**config.mk**
```make
export PLATFORM = sky130hd
export DESIGN_NAME = data_mem_arbiter_flat
export DESIGN_NICKNAME = d
export VERILOG_FILES = /design/src/rtl/data_mem_arbiter_pkg.sv /design/src/rtl/data_mem_arbiter_if.sv /design/src/rtl/data_mem_arbiter_lane_align.sv /design/src/rtl/data_mem_arbiter.sv /design/src/flat_wrapper.sv
export SDC_FILE = /design/constraint.sdc
export NUM_CORES = 1
export LEC_CHECK = 0
export ABC_CLOCK_PERIOD_IN_PS = 2600
export CORE_ASPECT_RATIO = 1.4
export CORE_MARGIN = 5
export CORE_UTILIZATION = 35
export DETAILED_ROUTE_END_ITERATION = 10
export DONT_BUFFER_PORTS = 1
export HOLD_SLACK_MARGIN = 0.03
export PLACE_DENSITY_LB_ADDON = 0.15
export SLEW_MARGIN = 10
export SYNTH_ARGS = -nofsm -noshare
export SYNTH_HDL_FRONTEND = slang
export SYNTH_SLANG_ARGS = --single-unit
```
**constraint.sdc**
```tcl
create_clock -name clk_i -period 2.6 [get_ports clk_i]
set_clock_uncertainty 0.2 [all_clocks]
set_input_delay 0.39 -clock clk_i [delete_from_list [all_inputs] [get_ports clk_i]]
set_output_delay 0.39 -clock clk_i [all_outputs]
set_load 0.02 [all_outputs]
```
**src/rtl/data_mem_arbiter_pkg.sv**
```systemverilog
// Shared types and constants for the data-memory arbiter: FSM encoding,
// access-size codes, parameter defaults and the alignment rule.
package mem_arb_pkg;

    typedef enum logic [1:0] {
        S_IDLE = 2'b00,
        S_PIPE = 2'b01,
        S_DMA  = 2'b10,
        S_ERR  = 2'b11
    } state_t;

    localparam logic [1:0] SZ_WORD = 2'b00;
    localparam logic [1:0] SZ_HALF = 2'b01;
    localparam logic [1:0] SZ_BYTE = 2'b10;

    localparam int STARVE_LIMIT_DEF = 4;
    localparam int ACK_TIMEOUT_DEF  = 15;

    // Size code 2'b11 is handled as a word access.
    function automatic logic is_misaligned(input logic [1:0] size, input logic [1:0] off);
        case (size)
            SZ_BYTE: return 1'b0;
            SZ_HALF: return off[0];
            default: return (off != 2'b00);
        endcase
    endfunction

endpackage

```
**src/rtl/data_mem_arbiter_if.sv**
```systemverilog
// Word-wide memory bus driven by the arbiter (master) towards the data RAM (slave).
interface data_mem_arbiter_if;
    logic        mem_req;
    logic        mem_we;
    logic [31:0] mem_addr;
    logic [31:0] mem_wdata;
    logic [3:0]  mem_be;
    logic [31:0] mem_rdata;
    logic        mem_ack;

    modport master (
        output mem_req, mem_we, mem_addr, mem_wdata, mem_be,
        input  mem_rdata, mem_ack
    );

    modport slave (
        input  mem_req, mem_we, mem_addr, mem_wdata, mem_be,
        output mem_rdata, mem_ack
    );
endinterface

```
**src/rtl/data_mem_arbiter_lane_align.sv**
```systemverilog
// Byte-lane steering for sub-word pipeline accesses: store lanes and enables,
// load extraction with zero extension, and the misalignment flag.
module mem_lane_align
    import mem_arb_pkg::*;
(
    input  logic [1:0]  size_i,
    input  logic [1:0]  off_i,
    input  logic [31:0] st_data_i,
    output logic [3:0]  be_o,
    output logic [31:0] st_data_o,
    output logic        misalign_o,
    input  logic [1:0]  ld_size_i,
    input  logic [1:0]  ld_off_i,
    input  logic [31:0] ld_raw_i,
    output logic [31:0] ld_data_o
);

    assign misalign_o = is_misaligned(size_i, off_i);

    // Store side: replicate the datum across all lanes and enable only the addressed ones.
    always_comb begin
        be_o      = 4'b1111;
        st_data_o = st_data_i;
        case (size_i)
            SZ_BYTE: begin
                be_o      = 4'b0001 << off_i;
                st_data_o = {4{st_data_i[7:0]}};
            end
            SZ_HALF: begin
                be_o      = off_i[1] ? 4'b1100 : 4'b0011;
                st_data_o = {2{st_data_i[15:0]}};
            end
            default: begin
                be_o      = 4'b1111;
                st_data_o = st_data_i;
            end
        endcase
    end

    // Load side: right-justify the addressed lane(s).
    always_comb begin
        ld_data_o = 32'h0000_0000;
        case (ld_size_i)
            SZ_BYTE: ld_data_o = {24'h00_0000, ld_raw_i[{ld_off_i, 3'b000} +: 8]};
            SZ_HALF: ld_data_o = ld_off_i[1] ? {16'h0000, ld_raw_i[31:16]}
                                             : {16'h0000, ld_raw_i[15:0]};
            default: ld_data_o = ld_raw_i;
        endcase
    end

endmodule

```
**src/rtl/data_mem_arbiter.sv**
```systemverilog
// Arbitrates one data memory between the MEM pipeline stage and a DMA port,
// with starvation protection for DMA and an ack timeout on every access.
module data_mem_arbiter
    import mem_arb_pkg::*;
#(
    parameter int STARVE_LIMIT = STARVE_LIMIT_DEF,
    parameter int ACK_TIMEOUT  = ACK_TIMEOUT_DEF
) (
    input  logic        clk_i,
    input  logic        rst_ni,
    input  logic        mem_read_i,
    input  logic        mem_write_i,
    input  logic [31:0] alu_result_i,
    input  logic [31:0] rt_i,
    input  logic [1:0]  bit_sel_i,
    output logic        pipe_stall_o,
    output logic        pipe_done_o,
    output logic [31:0] pipe_rdata_o,
    output logic        misalign_err_o,
    input  logic        dma_req_i,
    input  logic        dma_we_i,
    input  logic [31:0] dma_addr_i,
    input  logic [31:0] dma_wdata_i,
    output logic        dma_gnt_o,
    output logic        dma_done_o,
    output logic [31:0] dma_rdata_o,
    data_mem_arbiter_if.master mem
);

    localparam int SW = $clog2(STARVE_LIMIT + 1);
    localparam int TW = $clog2(ACK_TIMEOUT + 1);

    state_t          state_q, state_d;
    logic [SW-1:0]   starve_q, starve_d;
    logic [TW-1:0]   tmo_q, tmo_d;
    logic            mem_req_q, mem_req_d;
    logic            mem_we_q, mem_we_d;
    logic [31:0]     mem_addr_q, mem_addr_d;
    logic [31:0]     mem_wdata_q, mem_wdata_d;
    logic [3:0]      mem_be_q, mem_be_d;
    logic [1:0]      ld_size_q, ld_size_d;
    logic [1:0]      ld_off_q, ld_off_d;
    logic            pipe_done_q, pipe_done_d;
    logic [31:0]     pipe_rdata_q, pipe_rdata_d;
    logic            misalign_q, misalign_d;
    logic            dma_done_q, dma_done_d;
    logic [31:0]     dma_rdata_q, dma_rdata_d;

    logic            pipe_req_s, ack_s, tmo_hit_s, dma_win_s;
    logic            pipe_gnt_s, dma_gnt_s, misalign_s;
    logic [3:0]      be_s;
    logic [31:0]     st_data_s, ld_data_s;
    logic            unused_dma_addr_s;

    assign unused_dma_addr_s = ^dma_addr_i[1:0];

    mem_lane_align u_lane (
        .size_i     (bit_sel_i),
        .off_i      (alu_result_i[1:0]),
        .st_data_i  (rt_i),
        .be_o       (be_s),
        .st_data_o  (st_data_s),
        .misalign_o (misalign_s),
        .ld_size_i  (ld_size_q),
        .ld_off_i   (ld_off_q),
        .ld_raw_i   (mem.mem_rdata),
        .ld_data_o  (ld_data_s)
    );

    assign pipe_req_s = mem_read_i | mem_write_i;
    assign ack_s      = mem.mem_ack & mem_req_q;
    assign tmo_hit_s  = (tmo_q == TW'(ACK_TIMEOUT - 1));
    assign dma_win_s  = dma_req_i & (starve_q == SW'(STARVE_LIMIT));

    // Next-state, memory-bus and completion logic.
    always_comb begin
        state_d      = state_q;
        tmo_d        = tmo_q;
        mem_req_d    = mem_req_q;
        mem_we_d     = mem_we_q;
        mem_addr_d   = mem_addr_q;
        mem_wdata_d  = mem_wdata_q;
        mem_be_d     = mem_be_q;
        ld_size_d    = ld_size_q;
        ld_off_d     = ld_off_q;
        pipe_done_d  = 1'b0;
        misalign_d   = 1'b0;
        dma_done_d   = 1'b0;
        pipe_rdata_d = pipe_rdata_q;
        dma_rdata_d  = dma_rdata_q;
        pipe_gnt_s   = 1'b0;
        dma_gnt_s    = 1'b0;
        case (state_q)
            S_IDLE: begin
                // A pending pipeline request holds off DMA unless DMA is starved;
                // the PipeDone cycle only blocks re-issue of the finished access.
                if (pipe_req_s && !dma_win_s) begin
                    if (pipe_done_q) begin
                        state_d = S_IDLE;
                    end else if (misalign_s) begin
                        state_d      = S_ERR;
                        pipe_done_d  = 1'b1;
                        misalign_d   = 1'b1;
                        pipe_rdata_d = 32'h0000_0000;
                    end else begin
                        pipe_gnt_s  = 1'b1;
                        state_d     = S_PIPE;
                        mem_req_d   = 1'b1;
                        mem_we_d    = mem_write_i;
                        mem_addr_d  = {alu_result_i[31:2], 2'b00};
                        mem_wdata_d = st_data_s;
                        mem_be_d    = be_s;
                        ld_size_d   = bit_sel_i;
                        ld_off_d    = alu_result_i[1:0];
                        tmo_d       = {TW{1'b0}};
                    end
                end else if (dma_req_i) begin
                    dma_gnt_s   = 1'b1;
                    state_d     = S_DMA;
                    mem_req_d   = 1'b1;
                    mem_we_d    = dma_we_i;
                    mem_addr_d  = {dma_addr_i[31:2], 2'b00};
                    mem_wdata_d = dma_wdata_i;
                    mem_be_d    = 4'b1111;
                    tmo_d       = {TW{1'b0}};
                end else begin
                    state_d = S_IDLE;
                end
            end
            S_PIPE: begin
                if (ack_s) begin
                    state_d      = S_IDLE;
                    mem_req_d    = 1'b0;
                    tmo_d        = {TW{1'b0}};
                    pipe_done_d  = 1'b1;
                    pipe_rdata_d = mem_we_q ? 32'h0000_0000 : ld_data_s;
                end else if (tmo_hit_s) begin
                    state_d      = S_IDLE;
                    mem_req_d    = 1'b0;
                    tmo_d        = {TW{1'b0}};
                    pipe_done_d  = 1'b1;
                    misalign_d   = 1'b1;
                    pipe_rdata_d = 32'h0000_0000;
                end else begin
                    tmo_d = tmo_q + TW'(1);
                end
            end
            S_DMA: begin
                if (ack_s) begin
                    state_d     = S_IDLE;
                    mem_req_d   = 1'b0;
                    tmo_d       = {TW{1'b0}};
                    dma_done_d  = 1'b1;
                    dma_rdata_d = mem_we_q ? 32'h0000_0000 : mem.mem_rdata;
                end else if (tmo_hit_s) begin
                    state_d     = S_IDLE;
                    mem_req_d   = 1'b0;
                    tmo_d       = {TW{1'b0}};
                    dma_done_d  = 1'b1;
                    dma_rdata_d = 32'h0000_0000;
                end else begin
                    tmo_d = tmo_q + TW'(1);
                end
            end
            S_ERR: begin
                state_d = S_IDLE;
            end
            default: begin
                state_d = S_IDLE;
            end
        endcase
        if (!dma_req_i || dma_gnt_s) begin
            starve_d = {SW{1'b0}};
        end else if (pipe_gnt_s && (starve_q != SW'(STARVE_LIMIT))) begin
            starve_d = starve_q + SW'(1);
        end else begin
            starve_d = starve_q;
        end
    end

    // State and output registers.
    always_ff @(posedge clk_i or negedge rst_ni) begin
        if (!rst_ni) begin
            state_q      <= S_IDLE;
            starve_q     <= {SW{1'b0}};
            tmo_q        <= {TW{1'b0}};
            mem_req_q    <= 1'b0;
            mem_we_q     <= 1'b0;
            mem_addr_q   <= 32'h0000_0000;
            mem_wdata_q  <= 32'h0000_0000;
            mem_be_q     <= 4'b0000;
            ld_size_q    <= SZ_WORD;
            ld_off_q     <= 2'b00;
            pipe_done_q  <= 1'b0;
            pipe_rdata_q <= 32'h0000_0000;
            misalign_q   <= 1'b0;
            dma_done_q   <= 1'b0;
            dma_rdata_q  <= 32'h0000_0000;
        end else begin
            state_q      <= state_d;
            starve_q     <= starve_d;
            tmo_q        <= tmo_d;
            mem_req_q    <= mem_req_d;
            mem_we_q     <= mem_we_d;
            mem_addr_q   <= mem_addr_d;
            mem_wdata_q  <= mem_wdata_d;
            mem_be_q     <= mem_be_d;
            ld_size_q    <= ld_size_d;
            ld_off_q     <= ld_off_d;
            pipe_done_q  <= pipe_done_d;
            pipe_rdata_q <= pipe_rdata_d;
            misalign_q   <= misalign_d;
            dma_done_q   <= dma_done_d;
            dma_rdata_q  <= dma_rdata_d;
        end
    end

    assign pipe_stall_o   = pipe_req_s & ~pipe_done_q;
    assign pipe_done_o    = pipe_done_q;
    assign pipe_rdata_o   = pipe_rdata_q;
    assign misalign_err_o = misalign_q;
    assign dma_gnt_o      = (state_q == S_DMA);
    assign dma_done_o     = dma_done_q;
    assign dma_rdata_o    = dma_rdata_q;

    assign mem.mem_req   = mem_req_q;
    assign mem.mem_we    = mem_we_q;
    assign mem.mem_addr  = mem_addr_q;
    assign mem.mem_wdata = mem_wdata_q;
    assign mem.mem_be    = mem_be_q;

endmodule

```
**src/flat_wrapper.sv**
```systemverilog
// flat-port wrapper written by rule: the top's interface ports become plain ports
module data_mem_arbiter_flat import mem_arb_pkg::*;
#(
    parameter int STARVE_LIMIT = STARVE_LIMIT_DEF,
    parameter int ACK_TIMEOUT  = ACK_TIMEOUT_DEF
)
  (clk_i, rst_ni, mem_read_i, mem_write_i, alu_result_i, rt_i, bit_sel_i, pipe_stall_o, pipe_done_o, pipe_rdata_o, misalign_err_o, dma_req_i, dma_we_i, dma_addr_i, dma_wdata_i, dma_gnt_o, dma_done_o, dma_rdata_o, mem_mem_req, mem_mem_we, mem_mem_addr, mem_mem_wdata, mem_mem_be, mem_mem_rdata, mem_mem_ack);
  data_mem_arbiter_if mem_i ();
  input  logic clk_i;
  input  logic rst_ni;
  input  logic mem_read_i;
  input  logic mem_write_i;
  input  logic [31:0] alu_result_i;
  input  logic [31:0] rt_i;
  input  logic [1:0] bit_sel_i;
  output logic pipe_stall_o;
  output logic pipe_done_o;
  output logic [31:0] pipe_rdata_o;
  output logic misalign_err_o;
  input  logic dma_req_i;
  input  logic dma_we_i;
  input  logic [31:0] dma_addr_i;
  input  logic [31:0] dma_wdata_i;
  output logic dma_gnt_o;
  output logic dma_done_o;
  output logic [31:0] dma_rdata_o;
  output wire logic [$bits(mem_i.mem_req)-1:0] mem_mem_req;
  output wire logic [$bits(mem_i.mem_we)-1:0] mem_mem_we;
  output wire logic [$bits(mem_i.mem_addr)-1:0] mem_mem_addr;
  output wire logic [$bits(mem_i.mem_wdata)-1:0] mem_mem_wdata;
  output wire logic [$bits(mem_i.mem_be)-1:0] mem_mem_be;
  input wire logic [$bits(mem_i.mem_rdata)-1:0] mem_mem_rdata;
  input wire logic [$bits(mem_i.mem_ack)-1:0] mem_mem_ack;
  assign mem_mem_req = mem_i.mem_req;
  assign mem_mem_we = mem_i.mem_we;
  assign mem_mem_addr = mem_i.mem_addr;
  assign mem_mem_wdata = mem_i.mem_wdata;
  assign mem_mem_be = mem_i.mem_be;
  assign mem_i.mem_rdata = mem_mem_rdata;
  assign mem_i.mem_ack = mem_mem_ack;
  data_mem_arbiter #(.STARVE_LIMIT(STARVE_LIMIT), .ACK_TIMEOUT(ACK_TIMEOUT)) u_core (.clk_i(clk_i), .rst_ni(rst_ni), .mem_read_i(mem_read_i), .mem_write_i(mem_write_i), .alu_result_i(alu_result_i), .rt_i(rt_i), .bit_sel_i(bit_sel_i), .pipe_stall_o(pipe_stall_o), .pipe_done_o(pipe_done_o), .pipe_rdata_o(pipe_rdata_o), .misalign_err_o(misalign_err_o), .dma_req_i(dma_req_i), .dma_we_i(dma_we_i), .dma_addr_i(dma_addr_i), .dma_wdata_i(dma_wdata_i), .dma_gnt_o(dma_gnt_o), .dma_done_o(dma_done_o), .dma_rdata_o(dma_rdata_o), .mem(mem_i));
endmodule
```
-- Word level (Yosys, flattened, before mapping)
Index checks and enable logic that the tools add are counted.
- $add $sub $neg: 2
- equal/unequal tests: 20
- shift-type cells: 2
- mux-type cells: 70
- bitwise operators: 6
- reduce and logical (&&, ||, !) cells: 19
- operators with widths (kind ; count):
    32-bit 2-to-1 mux ; 16
    32-bit one-hot mux with 2 select lines ; 3
    4-bit 2-to-1 mux ; 11
    32-bit by 6-bit indexed part select with 8-bit output ; 1
    1-bit 2-to-1 mux ; 24
    16-bit 2-to-1 mux ; 1
    4-bit one-hot mux with 2 select lines ; 2
    2-bit 2-to-1 mux ; 6
    4-bit AND reduction ; 3
    2-bit nonzero test ; 6
    5-bit AND reduction ; 2
    3-bit inequality test, second input constant ; 3
    2-bit == test, second input constant ; 4
    1-bit one-hot mux with 2 select lines ; 4
    2-bit by 1-bit == test with 1-bit output, second input constant ; 3
    3-bit 2-to-1 mux ; 2
    2-bit inequality test, second input constant ; 3
    3-bit by 1-bit inequality test with 1-bit output, second input constant ; 2
    2-bit one-hot mux with 3 select lines ; 1
    4-bit by 1-bit adder with 4-bit output, second input constant ; 1
    4-bit == test, second input constant ; 1
    2-bit by 1-bit inequality test with 1-bit output, second input constant ; 2
    1-bit by 2-bit << shifter with 4-bit output, first input constant ; 1
    3-bit by 1-bit adder with 3-bit output, second input constant ; 1
    other kinds (11) ; 16
- flip-flop bits (word level): 150
- bits of input ports: 169
- output and inout bits: 139
- word-level logic and storage cells: 134

-- Longest topological paths before layout
- depth after elaboration: 9
- mapped depth: 11
- gate-level depth less buffers: 8

-- Cells and area by module
Synthesis repeated with hierarchy kept, for this count alone.
- cell total of the unflattened synthesis: 910
- area, all modules: 7978.9 um^2
- by module, submodules not included (module ; times used ; cells an instance ; area an instance (um^2) ; seq. area each (um^2)):
    data_mem_arbiter ; 1 ; 719 ; 6746.5 ; 3703.6
    mem_lane_align ; 1 ; 191 ; 1232.4 ; 0.0

-- Worst setup path before layout
Ideal clock, no wire load.
- kind: input port to flip-flop
- from: in bit_sel_i[0]
- to: reg u_core.mem_addr_q[10], in the netlist u_core.mem.mem_addr[10]
- library setup time: 0.125 ns
- arrival: 2.039 ns
- data required time: 2.275 ns
- path slack: 0.235 ns
- cell stages on the path: 10
- path buffers: 3
- cells stage by stage: inv_1 > ha_1 > buf_4 > or2_1 > and2_1 > nor3_2 > o21ai_1 > buf_6 > buf_6 > mux2_4
- longest elaborated chain between the ends: 4
- elaborated cells between the ends (all ways): 5
- classes of those cells: 3 x eq/ne; 1 x mux; 1 x reduce/logical
- RTL lines (element ; RTL line ; source):
    start: declaration ; flat_wrapper.sv:15 ; input logic [1:0] bit_sel_i;
    2-bit by 1-bit == test with 1-bit output / 2-bit == test (equally long branches) ; data_mem_arbiter_pkg.sv:21 ; case (size)
    1-bit one-hot mux with 2 select lines * ; data_mem_arbiter_pkg.sv:21 ;
    2-bit inequality test (no line) * ; n/a ;
    4-bit AND reduction (no line) * ; n/a ;
    end signal: assignment ; data_mem_arbiter.sv:205 ; mem_addr_q <= mem_addr_d;
    end: declaration ; data_mem_arbiter.sv:38 ; logic [31:0] mem_addr_q, mem_addr_d;
Every way passes the cells marked *; elsewhere a longest branch is shown, timed or not.
A chain may end at the register's enable or synchronous reset.

-- Worst setup path in the final report
- from: reg u_core.starve_q[0]
- to: reg u_core.mem_we_q, in the netlist u_core.mem.mem_we
- longest elaborated chain between the ends: 6
- elaborated cells between the ends (all ways): 9
- classes of those cells: 3 x eq/ne; 1 x mux; 1 x bitwise; 4 x reduce/logical
- RTL lines (element ; RTL line ; source):
    start: declaration ; data_mem_arbiter.sv:34 ; logic [SW-1:0] starve_q, starve_d;
    start signal: assignment ; data_mem_arbiter.sv:185 ; starve_q <= {SW{1'b0}};
    start signal: assignment ; data_mem_arbiter.sv:201 ; starve_q <= starve_d;
    3-bit == test * ; data_mem_arbiter.sv:73 ; assign dma_win_s = dma_req_i & (starve_q == SW'(STARVE_LIMIT));
    1-bit bitwise AND * ; data_mem_arbiter.sv:73 ;
    1-bit logical NOT * ; data_mem_arbiter.sv:97 ; if (pipe_req_s && !dma_win_s) begin
    1-bit logical AND * ; data_mem_arbiter.sv:97 ;
    2-bit inequality test (no line) / 2-bit nonzero test (equally long branches) ; n/a ;
    4-bit AND reduction (no line) ; n/a ;
    end signal: assignment ; data_mem_arbiter.sv:204 ; mem_we_q <= mem_we_d;
    end: declaration ; data_mem_arbiter.sv:37 ; logic mem_we_q, mem_we_d;
Marks and branches as above.

==> flow_metrics.tcl <==
set metrics [dict create \
    fin_nets 1028 \
    synth_area_um2 7630 \
    ant_nets 0 \
    path_buf_inv 3 \
    yosys.area.top_type_share_pct 48.5 \
    hpwlAfterDp_mm 17.4 \
    timing.fmax_mhz 425 \
    drt_iter0_markers 303 \
    placed_cell_area_um2 7950 \
    routedWlPerCell_um 21.9 \
    grt_pass1_vias 6494 \
    row_count 64 \
    area_growth_pct 27.4 \
    synthDistinctLibCells 45 \
    synth_most_common_cell "nand2_1" \
    coreArea_um2 21700 \
    violations "hold timing" \
    num_io_pins 308 \
    synth_top_family_by_area "multiplexers" \
    netlist_top_cells_count "157 x nand2_1, 148 x dfrtp_1, 76 x mux2_2, 62 x o21ai_0, 36 x nand3_1" \
    crit_fanout 5 \
    dieArea_um2 24900 \
    viasPerCell 5.24 \
    fin_crit_ps 2350 \
    antenna_found_initial 0 \
    die_w_um 135 \
    place.gp.congestion 0.893 \
    drt-total-wl_mm 25.3 \
    max-slew-margin-rel_pct 45.3 \
    crit_type "reg2reg" \
    cts_max_level 4 \
    grt_max_degree 149 \
    critPathRequiredTime_ps 2710 \
    io_buffers 0 \
    ys_ff_latch 148 \
    cp_slowest_stage_delay_ps 560 \
    start_util_pct 35.2 \
    worstPathArrival_ps 2460 \
    crit_family "buffers and inverters" \
    synth_compound_area_share_pct 11.0 \
    clock_sinks 148 \
    grt_overflow 0 \
    grt_setup_unrepaired "no" \
    synth_edf_count 0 \
    fillCellCount 2052 \
    async_flop_share_pct 100 \
    worst_pin_slew_ps 817 \
    crit_path_cell_trace "inv_1 -> ha_1 -> nand3_1 -> buf_4 -> a22o_1 -> dlygate4sd3_1 -> mux2_2" \
    post_cts_buffers 0 \
    setup-tns-final_ps 0 \
    finalPower_mw 10.4 \
    hp-class "in2async" \
    slew_viol_final 0 \
    reg2reg_slack_ps 250 \
    p_per_area_nw_per_um2 1070 \
    root_buffer "clkbuf_16" \
    grt_pass1_wl_mm 37.9 \
    post-route-drc-count 0 \
    reg2regPathDepth 7 \
    outcome "finished with violations" \
    ys_warn_count 0 \
    slowest_stage "dlygate4sd3_1" \
    clock_latency_ps 420 \
    syn_avg_cell_area_um2 10.3 \
    peakVddDrop_mv 0.501 \
    dr_total_vias 6063 \
    holdWs_ps -537 \
    final.period_utilization_pct 90.5 \
    r2r_end "u_core.mem.mem_we$_DFFE_PN0P_" \
    synth_xor_xnor_area_share_pct 0.115 \
    synth_top_area_cell "dfrtp_1" \
    drive_gt1_share_pct 19.1 \
    firstDrtPassIters 4 \
    cts_hold_buf 118 \
    final_hold_viol_count 148 \
    path_clk_slew_ps 60 \
    drv_cap 0 \
    ys.flop_type "dfrtp_1" \
    cts_resized 0 \
    cts_tree "yes" \
    cts_buffer_depth 2 \
    yosys.area_share.simple_pct 12.8 \
    setup_violations 0 \
    synth_area_leaders "dfrtp_1 49%, mux2_2 11%, nand2_1 7.7%, mux2_4 5.9%, mux2i_1 4.2%" \
    synth_fa_ha_area_share_pct 1.97 \
    cp-start-kind "flop" \
    end_kind "flop" \
    die_h_um 185 \
    diodes 0 \
    synth_cells 738 \
    ys_seq_area_share_pct 48.5 \
    cts_inserted_buffers 17 \
    p_leak_nw 4.41 \
    grtUsageTotal_pct 19.8 \
    r2r-start "u_core.starve_q[0]$_DFFE_PN0P_" \
    synth_mux_area_share_pct 21.3 \
    design_area_um2 9720 \
]
-- power by group --
group	total (mW)	switching, mW	internal (mW)
logic	3.21	1.60	1.61
registers	4.77	1.65	3.12
clock network	2.38	1.03	1.35
total	10.4	4.28	6.08
-- stage by stage --
| stage | std cells | worst slack [ps] | utilization, % |
|---|---|---|---|
| finish | 1157 | 247 | 44.8 |
| global route | 1157 | 110 | 44.8 |
| CTS | 1155 | 236 | 44.7 |
| detailed placement | 1005 | 122 | 36.6 |
| global placement | 1005 | 166 | 36.6 |
| floorplan | 739 | 235 | - |
-- cell families (layout without fill, tap and decap cells) --
logic type / after synthesis / in the layout
simple gates: 233 / 233
flops: 148 / 148
compound gates: 140 / 140
mux: 138 / 138
buf+inv: 65 / 186
fa+ha+maj: 12 / 12
other cells: 1 / 2
xor+xnor: 1 / 1
-- how the worst max path moves through the flow --
stage,end,slack [ps],from,cells after the start
floorplan,u_core.mem.mem_addr[10]$_DFFE_PN0P_,240,bit_sel_i[0],10
finish,u_core.mem.mem_we$_DFFE_PN0P_,250,u_core.starve_q[0]$_DFFE_PN0P_,7
global placement,u_core.mem.mem_addr[2]$_DFFE_PN0P_,170,bit_sel_i[0],8
CTS,u_core.mem.mem_addr[2]$_DFFE_PN0P_,240,u_core.starve_q[0]$_DFFE_PN0P_,8
detailed placement,u_core.mem.mem_addr[2]$_DFFE_PN0P_,120,bit_sel_i[0],8
global route,u_core.mem.mem_addr[5]$_DFFE_PN0P_,110,u_core.starve_q[0]$_DFFE_PN0P_,7
-- state kept, by name, indices dropped and copies added (netlist names) --
signal and flops:
u_core.starve_q 3, u_core.mem.mem_wdata 32, u_core.state_q 2, u_core.ld_size_q 2, u_core.mem.mem_be 4, u_core.pipe_done_o 1
u_core.misalign_err_o 1, u_core.dma_rdata_o 32, u_core.mem.mem_addr 30, u_core.pipe_rdata_o 32, u_core.mem.mem_we 1, u_core.tmo_q 4
u_core.ld_off_q 2, u_core.dma_done_o 1, u_core.mem.mem_req 1
-- layout make-up --
cell class | count | area, um2 | area share [%]
Multi-Input combinational cell | 526 | 3630 | 37.4
Sequential cell | 148 | 3700 | 38.1
Timing Repair Buffer | 141 | 1400 | 14.4
Clock buffer | 19 | 443 | 4.56
Inverter | 13 | 48.8 | 0.502
Tap cell | 297 | 372 | 3.82
Clock inverter | 13 | 123 | 1.26
-- per-layer routing --
layer  global-route usage, %  vias to the layer above  wire (um)
li1                        -                     2780          -
met1                    21.1                     2997       9180
met2                    34.9                      243      13300
met3                    7.67                       43       2200
met4                    8.11                        0        689
met5                       0                        -          0
-- cells in the final DEF, fill, tap and decap left out, types with 2 or more instances in the layout --
cell,netlist,final
mux2i_1,32,32
or2_1,2,2
and2_1,2,2
nand3_1,36,36
buf_12,0,3
a21o_1,2,2
clkinvlp_4,0,4
a22o_1,2,2
mux2_4,30,30
ha_1,12,12
inv_6,0,4
nor2b_1,2,2
dfrtp_1,148,148
o22ai_1,9,9
buf_4,4,18
nand3b_1,2,2
nor2_1,21,21
clkinv_4,0,2
a22oi_1,16,16
mux2_2,76,76
clkinv_2,0,2
o31ai_1,19,19
nand2_1,157,156
a211oi_1,2,2
dlygate4sd3_1,0,120
conb_1,1,2
o21ai_0,62,62
nor3_1,2,2
clkbuf_16,0,17
inv_1,13,13
a21oi_1,20,20
nand2b_1,2,2
(Power assumes the default switching activity.)
